===== src/rtl/seg7_pkg.sv =====
// Shared constants for the Nexys2 seven-segment scan driver.
// Segment patterns are active-low, bit0 = a .. bit6 = g.
package seg7_pkg;

  localparam logic [6:0] SEG_OFF   = 7'b1111111;
  localparam logic [3:0] ANODE_OFF = 4'b1111;

  localparam logic [0:15][6:0] SEG_LUT = {
    7'h40, 7'h79, 7'h24, 7'h30,
    7'h19, 7'h12, 7'h02, 7'h78,
    7'h00, 7'h10, 7'h08, 7'h03,
    7'h46, 7'h21, 7'h06, 7'h0E
  };

  typedef enum logic {
    BLANK = 1'b0,
    SHOW  = 1'b1
  } state_e;

  typedef struct packed {
    logic [3:0]  dp;
    logic [15:0] val;
  } disp_t;

endpackage


===== src/rtl/seg7_decode.sv =====
// Hex nibble to active-low seven-segment pattern.
// Purely combinational; glyphs come from seg7_pkg.
module seg7_decode
  import seg7_pkg::*;
(
  input  logic [3:0] nib,
  output logic [6:0] seg
);

  assign seg = SEG_LUT[nib];

endmodule


===== src/rtl/seg7_scan_driver.sv =====
// Four-digit multiplexed 7-seg scanner with dead time and frame-aligned commit.
// Define SEG7_LZB_EN to enable leading-zero blanking.
module seg7_scan_driver
  import seg7_pkg::*;
#(
  parameter int PRESCALE = 12500,
  parameter int DEAD     = 64
) (
  input  logic        clk,
  input  logic        rst,
  input  logic [15:0] value,
  input  logic [3:0]  dp_in,
  input  logic        load,
  output logic [3:0]  an,
  output logic [6:0]  seg,
  output logic        dp,
  output logic        frame
);

  localparam int SW = $clog2(PRESCALE);
  localparam logic [SW-1:0] SC_MAX  = SW'(PRESCALE - 1);
  localparam logic [SW-1:0] DEAD_M1 = SW'(DEAD - 1);

  logic [SW-1:0] sc_q, sc_d;
  logic [1:0]    ptr_q, ptr_d;
  state_e        state_q, state_d;
  disp_t         disp_q, disp_d;
  disp_t         pend_q, pend_d;
  logic          pend_v_q, pend_v_d;
  logic [3:0]    an_q, an_d;
  logic [6:0]    seg_q, seg_d;
  logic          dp_q, dp_d;
  logic          frame_q, frame_d;

  logic          slot_wrap;
  logic          frame_wrap;
  logic [3:0]    nib;
  logic [6:0]    glyph;
  logic          lzb;

  assign slot_wrap  = (sc_q == SC_MAX);
  assign frame_wrap = slot_wrap && (ptr_q == 2'd3);
  assign nib        = 4'(disp_q.val >> {ptr_q, 2'b00});

`ifdef SEG7_LZB_EN
  assign lzb = (ptr_q != 2'd0) &&
               ((disp_q.val >> {ptr_q, 2'b00}) == 16'h0);
`else
  assign lzb = 1'b0;
`endif

  seg7_decode u_dec (
    .nib (nib),
    .seg (glyph)
  );

  always_comb begin
    sc_d    = slot_wrap ? '0 : sc_q + SW'(1);
    ptr_d   = slot_wrap ? ptr_q + 2'd1 : ptr_q;
    state_d = state_q;
    unique case (state_q)
      BLANK: if (sc_q == DEAD_M1) state_d = SHOW;
      SHOW:  if (slot_wrap)       state_d = BLANK;
      default: state_d = BLANK;
    endcase
  end

  // A load coinciding with the frame wrap bypasses the pending register.
  always_comb begin
    disp_d   = disp_q;
    pend_d   = pend_q;
    pend_v_d = pend_v_q;
    if (frame_wrap) begin
      pend_v_d = 1'b0;
      if (load)          disp_d = '{dp: dp_in, val: value};
      else if (pend_v_q) disp_d = pend_q;
    end else if (load) begin
      pend_d   = '{dp: dp_in, val: value};
      pend_v_d = 1'b1;
    end
  end

  always_comb begin
    an_d    = ANODE_OFF;
    seg_d   = SEG_OFF;
    dp_d    = 1'b1;
    frame_d = frame_wrap;
    if (state_q == SHOW) begin
      an_d  = ~(4'b0001 << ptr_q);
      seg_d = lzb ? SEG_OFF : glyph;
      dp_d  = ~disp_q.dp[ptr_q];
    end
  end

  always_ff @(posedge clk or posedge rst) begin
    if (rst) begin
      sc_q     <= '0;
      ptr_q    <= 2'd0;
      state_q  <= BLANK;
      disp_q   <= '0;
      pend_q   <= '0;
      pend_v_q <= 1'b0;
      an_q     <= ANODE_OFF;
      seg_q    <= SEG_OFF;
      dp_q     <= 1'b1;
      frame_q  <= 1'b0;
    end else begin
      sc_q     <= sc_d;
      ptr_q    <= ptr_d;
      state_q  <= state_d;
      disp_q   <= disp_d;
      pend_q   <= pend_d;
      pend_v_q <= pend_v_d;
      an_q     <= an_d;
      seg_q    <= seg_d;
      dp_q     <= dp_d;
      frame_q  <= frame_d;
    end
  end

  assign an    = an_q;
  assign seg   = seg_q;
  assign dp    = dp_q;
  assign frame = frame_q;

endmodule


===== config.mk =====
export PLATFORM = sky130hd
export DESIGN_NAME = seg7_scan_driver
export DESIGN_NICKNAME = d
export VERILOG_FILES = /design/src/rtl/seg7_pkg.sv /design/src/rtl/seg7_decode.sv /design/src/rtl/seg7_scan_driver.sv
export SDC_FILE = /design/constraint.sdc
export NUM_CORES = 1
export LEC_CHECK = 0
export ABC_CLOCK_PERIOD_IN_PS = 2600
export BUFFER_PORTS_ARGS = -buffer_cell sky130_fd_sc_hd__buf_2
export CORE_UTILIZATION = 45
export CTS_CLUSTER_DIAMETER = 200
export DETAILED_ROUTE_END_ITERATION = 12
export GPL_ROUTABILITY_DRIVEN = 0
export PLACE_DENSITY_LB_ADDON = 0.2
export SYNTH_ARGS = -nofsm -noshare
export SYNTH_HDL_FRONTEND = slang
export SYNTH_HIERARCHICAL = 1
export SYNTH_SLANG_ARGS = --single-unit

===== constraint.sdc =====
create_clock -name clk -period 2.6 [get_ports clk]
set_input_delay 0.39 -clock clk [delete_from_list [all_inputs] [get_ports clk]]
set_output_delay 0.39 -clock clk [all_outputs]
set_load 0.01 [all_outputs]

==> results of run 1 <==
registers in the layout, indices dropped and copies added, names as in the netlist:
register and flops:
state_q 1, pend_q 20, pend_v_q 1, frame 1
ptr_q 2, dp 1, sc_q 14, an 4
disp_q 20, seg 7
metrics by stage:
stage | cells | setup slack (ns) | power (mW) | cell area, um^2
floorplan | 296 | 0.305 | 1.28 | 3440
global placement | 420 | 0.376 | 1.33 | 3670
detailed placement | 420 | 0.336 | 1.33 | 3670
CTS | 436 | 0.299 | 2.35 | 3900
global route | 436 | 0.153 | 2.42 | 3900
finish | 436 | 0.291 | 2.31 | 3900
routing by layer:
layer  global-route usage, %  vias to the layer above  share of wire [%]
li1                        -                     1124                  -
met1                    26.9                     1163                 49
met2                    30.3                       42                 47
met3                    3.60                        9                2.9
met4                    8.95                        0                1.5
met5                       0                        -                  0
power groups by stage:
stage	clock network (mW)	registers, mW	logic, mW
after floorplan	0	1.17	0.105
after global placement	0	1.18	0.149
after detailed placement	0	1.18	0.152
after CTS	1.04	1.16	0.152
after global routing	1.09	1.16	0.168
final	1.00	1.16	0.148
cell families (layout without fill, tap and decap cells):
group           count (synthesis)  after routing  share of synthesized area (%)
xor+xnor                       11             11                           2.80
flops                          71             71                           52.0
compound gates                 37             37                           6.90
simple gates                  106            106                           16.3
mux                            33             33                           12.6
fa+ha+maj                      12             12                           4.36
buf+inv                        26             67                           5.05
how the worst min path moves through the flow:
| stage | startpoint | to | slack, ns | depth (start not counted) |
|---|---|---|---|---|
| floorplan | state_q | seg[0] | 0.42 | 1 |
| global placement | rst | pend_q[1] | 0.44 | 2 |
| detailed placement | rst | disp_q[1] | 0.45 | 2 |
| CTS | rst | pend_q[0] | 0.07 | 2 |
| global route | rst | pend_q[1] | 0.10 | 2 |
| finish | rst | pend_q[0] | 0.07 | 2 |
placed cells by master (no fill, tap or decap), types with 3 or more instances in the layout:
| master | instances |
|---|---|
| inv_1 | 7 |
| o21ai_0 | 7 |
| buf_4 | 6 |
| mux2_2 | 20 |
| a21oi_1 | 15 |
| nor4_1 | 4 |
| mux4_2 | 5 |
| clkbuf_8 | 11 |
| buf_2 | 35 |
| mux2i_1 | 7 |
| a22oi_1 | 4 |
| nor2_1 | 23 |
| nand4_1 | 5 |
| dfstp_2 | 12 |
| nand2b_1 | 10 |
| nand2_1 | 12 |
| xnor2_1 | 8 |
| nand3_1 | 8 |
| xor2_1 | 3 |
| nor3_1 | 26 |
| o2bb2ai_1 | 7 |
| dfrtp_1 | 59 |
| ha_1 | 12 |
cells in the mapped netlist, drive strengths merged, types with 5 or more instances:
| library cell | count |
|---|---|
| dfrtp | 59 |
| nor3 | 26 |
| nor2 | 23 |
| mux2 | 20 |
| a21oi | 15 |
| dfstp | 12 |
| ha | 12 |
| nand2 | 12 |
| nand2b | 10 |
| buf | 9 |
| inv | 9 |
| nand3 | 8 |
| xnor2 | 8 |
| clkbuf | 7 |
| mux2i | 7 |
| o21ai | 7 |
| o2bb2ai | 7 |
| mux4 | 6 |
| nand4 | 5 |
layout make-up:
cell class	count	area share (%)
well taps	99	3.18
repair buffers	42	6.16
inverters	9	0.866
multi-input cells	199	37.9
clock buffers	11	3.88
flip-flops and latches	71	45.9
clock inverters	5	2.05
critical path, delay by kind of cell, from the launching register on:
kind	cells	cell delay, ns
adder cells (fa/ha/maj)	1	0.26
flip-flops	1	0.39
AND/OR/NAND/NOR	4	1.53
==> flow_summary.ini, run 1 <==
[synth]
async_flop_share_pct = 100
synthesis.nets = 331
synthTopCellsByArea = dfrtp_1 (43%), dfstp_2 (9.2%), mux2_2 (6.5%)
synthesis.area_mm2 = 0.00344
ys_seq_elements = 71
synth_cell_type_count = 45
avgSynthCellArea_um2 = 11.6
yosys.area.top_type = dfrtp_1
synthesis.instances = 296
synth_edf_count = 0
yosys_most_used_dff = dfrtp_1
synth_top_cell_area_share_pct = 42.9
yosys_warnings = 6
yosysSeqAreaShare_pct = 52.0

[floorplan]
core_mm2 = 0.00733
rows = 31
dieWidth_um = 89.5
start_util_pct = 47.0
num_io_pins = 36
die_h_um = 89.5
die-area_mm2 = 0.00801

[global_routing]
track_usage_pct = 19.6
grt_max_degree = 51
first_global_vias = 2365
antenna_found_initial = 0
grt_pass1_wl_um = 11600
overflow = 0

[critical_path]
crit_end = disp_q[12]
reg2reg_to = disp_q[12]
worst-setup-path-type = reg -> reg
cp-start-kind = flop
critPathMaxFanout = 14
cp_data_required_time_ns = 2.82
rrSetupSlack_ns = 0.29
crit_slowest_cell = or4_1
setup.worst_path.start = sc_q[0]
r2r_cells = 5
cp.arrival_ns = 2.53
cp_cell_sequence = ha_1 > or3b_2 > or4_1 > nor2_1 > nor3_1
rr_startpoint = sc_q[0]
worstSetupEndpointType = flop
cpPeakStageDelay_ns = 0.77

[routing]
drtPass1Iterations = 4
post-route-drc-count = 0
ant_nets = 0
wl_um = 6630
wl_per_cell_um = 15.2
drt-initial-drc-count = 82
vias_per_cell = 5.36
dr_total_vias = 2338

[clocking]
cts_setup_buffers = 0
cts_tree = built
cts_hold_buf = 0
cts_resized = 0
cts_root_buffer = clkbuf_8
cts_made_buffers = 9
clock_sinks = 71
clk_latency_ns = 0.34
htree_levels = 3
clock_path_buffers = 2
clk_pin_slew_ns = 0.08

[sta]
maxSlewHeadroom_pct = 58.1
fmaxAchievable_mhz = 433
post-route-period-util_pct = 88.8
rsz0062_at_grt = no
slew_violations = 0
hold_viol_final = 0
finalSetupViolations = 0
min_period_ns = 2.31
tightest_slew_ns = 0.629
finalSetupTns_ns = 0
finClkSkew_ns = 0.00938
hold_ws_ns = 0.0655

[place]
dp_hpwl_um = 4430
portBuffers = 35

[finish]
drive_gt1_share_pct = 30.3
syn2layout_area_growth_pct = 13.2
final_nets = 367
fillCellCount = 651
n_antenna_cell = 0
register_area_mm2 = 0.00179
multi_input_area_mm2 = 0.00148
final_util_pct = 53.2

[power]
powerDensity_mw_per_mm2 = 593
p_comb_share_pct = 6.4
sw_frac_of_total_pct = 22.0
p_switching_mw = 0.508
p_clk_share_pct = 43.5
internal_power_mw = 1.80
leakage_nw = 1.67
power_frac_seq_pct = 50.1
peakVddDrop_mv = 0.353

[hold_path]
hold_path_class = in -> async

[run_status]
outcome = finished, final reports clean

[flow_run]
maxCapViolations = 0
Power figures use the tool's default switching activity.
==> run 2: changes to the inputs <==
--- a/config.mk
+++ b/config.mk
@@ -12,6 +12,7 @@
 export DETAILED_ROUTE_END_ITERATION = 12
 export GPL_ROUTABILITY_DRIVEN = 0
 export PLACE_DENSITY_LB_ADDON = 0.2
+export SETUP_SLACK_MARGIN = 0.4
 export SYNTH_ARGS = -nofsm -noshare
 export SYNTH_HDL_FRONTEND = slang
 export SYNTH_HIERARCHICAL = 1
==> run 2 against run 1 <==
Clock skew is essentially flat. First-iteration DRC count grew 41%. Non-clock buffer count is the same. Maximum frequency grew 9.3%. Die area is the same.
==> flow_summary.ini, run 2 (synthesis results as in run 1) <==
[finish]
fillCellCount = 646
multi_input_area_mm2 = 0.00148
syn2layout_area_growth_pct = 12.2
layout_commonest_cell = dfrtp_1
n_antenna_cell = 0
fin_cells = 436
final_nets = 367
top_regs = disp_q: 20 flops, pend_q: 20 flops, sc_q: 14 flops
most-common-layout-cells = dfrtp_1 (57), buf_2 (35), nor3_1 (26)
drive_gt1_share_pct = 31.2
final_util_pct = 52.7
register_area_mm2 = 0.00179

[floorplan]
dieWidth_um = 89.5
num_io_pins = 36
core_mm2 = 0.00733
rows = 31
die-area_mm2 = 0.00801
start_util_pct = 47.0
die_h_um = 89.5

[clocking]
clk_pin_slew_ns = 0.07
clk_latency_ns = 0.34
cts_tree = built
clock_path_buffers = 2
cts_hold_buf = 0
htree_levels = 3
cts_root_buffer = clkbuf_8
clock_sinks = 71
cts_made_buffers = 9

[sta]
hold_ws_ns = 0.120
maxSlewHeadroom_pct = 58.5
rsz0062_at_grt = yes
finClkSkew_ns = 0.00923
fmaxAchievable_mhz = 473
tightest_slew_ns = 0.622
slew_violations = 0
min_period_ns = 2.11
finalSetupTns_ns = 0
postLayoutSetupSlackWorst_ns = 0.487
finalSetupViolations = 0
hold_viol_final = 0
post-route-period-util_pct = 81.3

[critical_path]
path_depth = 6
cp_common_cell = inv_1
worst-setup-path-type = reg -> reg
critPathMaxFanout = 6
rrSetupSlack_ns = 0.49
cp_cell_sequence = mux4_2 > inv_1 > ha_1 > inv_1 > mux4_1 > nand2b_1
reg2reg_to = seg[3]
cp_num_buf_inv = 2
crit_slowest_cell = mux4_2
cp-start-kind = flop
cpPeakStageDelay_ns = 0.59
critical_path.top_delay_family = multiplexers
rr_startpoint = ptr_q[0]
r2r_cells = 6
worstSetupEndpointType = flop
setup.worst_path.start = ptr_q[0]
cp.arrival_ns = 2.37
crit_end = seg[3]
cp_data_required_time_ns = 2.86

[global_routing]
grt_pass1_wl_um = 11400
first_global_vias = 2287
overflow = 0
antenna_found_initial = 0
grt_max_degree = 72
track_usage_pct = 19.2

[power]
p_clk_share_pct = 39.4
power_frac_seq_pct = 53.7
p_comb_share_pct = 6.8
powerDensity_mw_per_mm2 = 558
internal_power_mw = 1.65
p_switching_mw = 0.507
sw_frac_of_total_pct = 23.5
leakage_nw = 1.66
peakVddDrop_mv = 0.326

[routing]
wl_um = 6470
vias_per_cell = 5.28
dr_total_vias = 2301
drt-initial-drc-count = 116
post-route-drc-count = 0
drtPass1Iterations = 4
ant_nets = 0
wl_per_cell_um = 14.8

[place]
dp.cells = 419
pre_cts_ws_ns = 0.327
dp_hpwl_um = 4260
portBuffers = 35

[flow_run]
maxCapViolations = 0

[hold_path]
hold_path_class = in -> async

[run_status]
outcome = finished, final reports clean
run 2: cell types whose count changed in the layout (fill, tap and decap cells not counted), sizes merged:
cell      before  now
clkinv         1    6
clkbuf        11    9
clkinvlp       2    0
bufinv         2    1
run 2: how the worst min path moves through the flow:
stage,end,depth (start not counted),start,slack [ns]
finish,sc_q[10],3,rst,0.12
global route,sc_q[10],3,rst,0.15
CTS,sc_q[10],3,rst,0.13
detailed placement,disp_q[5],1,disp_q[5],0.47
global placement,sc_q[0],1,sc_q[0],0.47
floorplan,seg[0],1,state_q,0.42
run 2: cell type report:
type                       instances  share of cell area (%)
inverter                           9                   0.874
multi-input combinational        199                    38.3
tap                               99                    3.20
clock buffer                       9                    3.20
clock inverter                     7                    1.65
sequential                        71                    46.4
timing repair buffer              42                    6.31
run 2: per-stage QoR:
step,total power [mW],instance area [um^2]
floorplan,1.28,3450
global placement,1.32,3660
detailed placement,1.33,3660
CTS,2.18,3850
global route,2.25,3870
finish,2.16,3870
run 2: per-layer routing:
layer	wire [um]	global-route usage, %
met1	3210	26.8
met2	2930	29.8
met3	237	3.42
met4	98	7.79
met5	0	0
run 2: power groups by stage:
stage,sequential [mW],clock (mW),combinational [mW]
6_report,1.16,0.850,0.147
5_1_grt,1.16,0.926,0.167
4_1_cts,1.16,0.872,0.150
3_5_place_dp,1.18,0,0.150
3_3_place_gp,1.18,0,0.147
2_1_floorplan,1.17,0,0.105
run 2: worst register-to-register path, delay by kind of cell (launching register included):
family	cells	cell delay, ns
adders and majority gates	1	0.18
buffers and inverters	2	0.22
DFF	1	0.43
muxes	2	1.06
and+or+nand+nor	1	0.15
run 2: what timing repair did:
item,CTS,global route
setup buffers,0,1
endpoints found under the setup margin,15,12
resized for setup,2,2
pin swaps,0,0
==> run 3: changes to the inputs <==
--- a/config.mk
+++ b/config.mk
@@ -5,7 +5,7 @@
 export SDC_FILE = /design/constraint.sdc
 export NUM_CORES = 1
 export LEC_CHECK = 0
-export ABC_CLOCK_PERIOD_IN_PS = 2600
+export ABC_CLOCK_PERIOD_IN_PS = 1800
 export BUFFER_PORTS_ARGS = -buffer_cell sky130_fd_sc_hd__buf_2
 export CORE_UTILIZATION = 45
 export CTS_CLUSTER_DIAMETER = 200
==> constraint.sdc (replaced) <==
create_clock -name clk -period 1.8 [get_ports clk]
set_input_delay 0.27 -clock clk [delete_from_list [all_inputs] [get_ports clk]]
set_output_delay 0.27 -clock clk [all_outputs]
set_load 0.01 [all_outputs]
==> run 3 against run 2 <==
The flow now finishes with violations (negative setup slack). Cell area rose by 19%. Clock skew rose by 0.0018 ns. Die area did not move. Combinational power rose by 87%. Maximum frequency rose by 9.0%.
==> flow_summary.ini, run 3 (synthesis results as in run 1) <==
[clocking]
clock_path_buffers = 2
cts_made_buffers = 9
htree_levels = 3
clk_latency_ns = 0.35
clk_pin_slew_ns = 0.08
clock_sinks = 71
cts_root_buffer = clkbuf_8
cts_tree = built

[place]
portBuffers = 35
pre_cts_ws_ns = -0.180
dp_hpwl_um = 4980

[finish]
most-common-layout-cells = dfrtp_1 (56), buf_4 (43), buf_2 (35)
layout_commonest_cell = dfrtp_1
final_nets = 423
syn2layout_area_growth_pct = 33.7
top_regs = disp_q: 20 flops, pend_q: 20 flops, sc_q: 14 flops
drive_gt1_share_pct = 48.9
n_antenna_cell = 0

[routing]
dr_total_vias = 2548
drt-initial-drc-count = 144
wl_per_cell_um = 15.4
vias_per_cell = 5.18
wl_met2_um = 3640
post-route-drc-count = 0
drtPass1Iterations = 4
top_layer = met4
wl_um = 7570
ant_nets = 0
wl_met1_um = 3630
met3WireLength_um = 216

[critical_path]
cp.arrival_ns = 2.21
critPathMaxFanout = 4
cp_data_required_time_ns = 2.07
rr_startpoint = ptr_q[0]
worst-setup-path-type = reg -> reg
setup.worst_path.start = ptr_q[0]
worstSetupEndpointType = flop
cp-start-kind = flop

[sta]
tightest_slew_ns = 0.638
rsz0062_at_grt = yes
hold_ws_ns = 0.168
min_period_ns = 1.94
slew_violations = 0
hold_viol_final = 0
postLayoutSetupSlackWorst_ns = -0.138
finalSetupViolations = 50
post-route-period-util_pct = 108
finClkSkew_ns = 0.0110
finalSetupTns_ns = -2.75
fmaxAchievable_mhz = 516
maxSlewHeadroom_pct = 57.5

[global_routing]
grt_max_degree = 58
track_usage_pct = 21.2
antenna_found_initial = 0
grt_pass1_wl_um = 12400
overflow = 0
first_global_vias = 2486

[floorplan]
num_io_pins = 36
rows = 31
start_util_pct = 47.0
die-area_mm2 = 0.00801
core_mm2 = 0.00733
dieWidth_um = 89.5
die_h_um = 89.5

[power]
p_comb_share_pct = 7.8
peakVddDrop_mv = 0.639
p_clk_share_pct = 44.5
leakage_nw = 2.01
power_frac_seq_pct = 47.7
internal_power_mw = 2.75
powerDensity_mw_per_mm2 = 762
p_switching_mw = 0.762
sw_frac_of_total_pct = 21.7

[run_status]
outcome = finished, violations left
violations = negative setup slack

[hold_path]
holdCritStartpoint = value[7]
hold_path_class = in -> reg

[flow_run]
maxCapViolations = 0
-- run 3: changes by cell type in the layout (fill, tap and decap cells not counted), sizes merged --
cell         before  now
buf              42   97
bufinv            1    3
clkbuf            9   10
clkinv            6    2
clkinvlp          0    2
dlygate4sd3       0    1
inv               9    8
-- run 3: power by group through the flow --
| stage | Combinational, mW | Sequential [mW] | Clock (mW) |
|---|---|---|---|
| finish | 0.275 | 1.67 | 1.56 |
| global route | 0.305 | 1.68 | 1.66 |
| global placement | 0.249 | 1.70 | 0 |
| detailed placement | 0.255 | 1.70 | 0 |
| floorplan | 0.160 | 1.69 | 0 |
| CTS | 0.268 | 1.67 | 1.59 |
-- run 3: worst paths after layout --
path,to,slack [ns],cells past startpoint
setup / recovery,seg[3],-0.14,6
hold / removal,pend_q[7],0.17,2
setup reg to reg,seg[3],-0.14,6
hold reg to reg,disp_q[2],0.50,1
max in group asynchronous,an[1],0.74,4
min in group asynchronous,pend_q[4],0.44,3
-- run 3: routing by layer --
layer,up-vias,track usage (%)
met4,0,6.49
met3,7,4.43
met5,-,0
met2,47,33.7
li1,1239,-
met1,1255,29.3
-- run 3: area by class of cell --
class / instances / area [um^2]
tap: 99 / 124
clock buffer: 10 / 138
inverter: 9 / 42.5
sequential: 71 / 1800
timing repair buffer: 98 / 743
clock inverter: 6 / 108
multi-input combinational: 199 / 1650
fill: 605 / 2730
-- run 3: critical path, stage by stage, from the launching register on --
cell	delay (ns)
dfrtp_2	0.42
mux4_2	0.61
inv_4	0.10
ha_4	0.13
inv_2	0.03
mux4_2	0.43
nand2b_4	0.14
-- run 3: repair_timing --
action	in CTS	in global routing
hold endpoints to repair	5	0
gates resized for setup	30	21
buffers inserted	5	7
gates cloned	0	0
setup endpoints to repair	61	64
hold buffers	1	0
pin swaps	6	12
-- run 3: through the flow --
| step | std cells | power [mW] | util [%] | cell area [um^2] |
|---|---|---|---|---|
| 6_report | 492 | 3.51 | 62.8 | 4600 |
| 5_1_grt | 492 | 3.65 | 62.8 | 4600 |
| 4_1_cts | 485 | 3.53 | 61.1 | 4480 |
| 3_5_place_dp | 463 | 1.96 | 55.6 | 4080 |
| 3_3_place_gp | 463 | 1.95 | 55.6 | 4080 |
| 2_1_floorplan | 296 | 1.86 | - | 3540 |
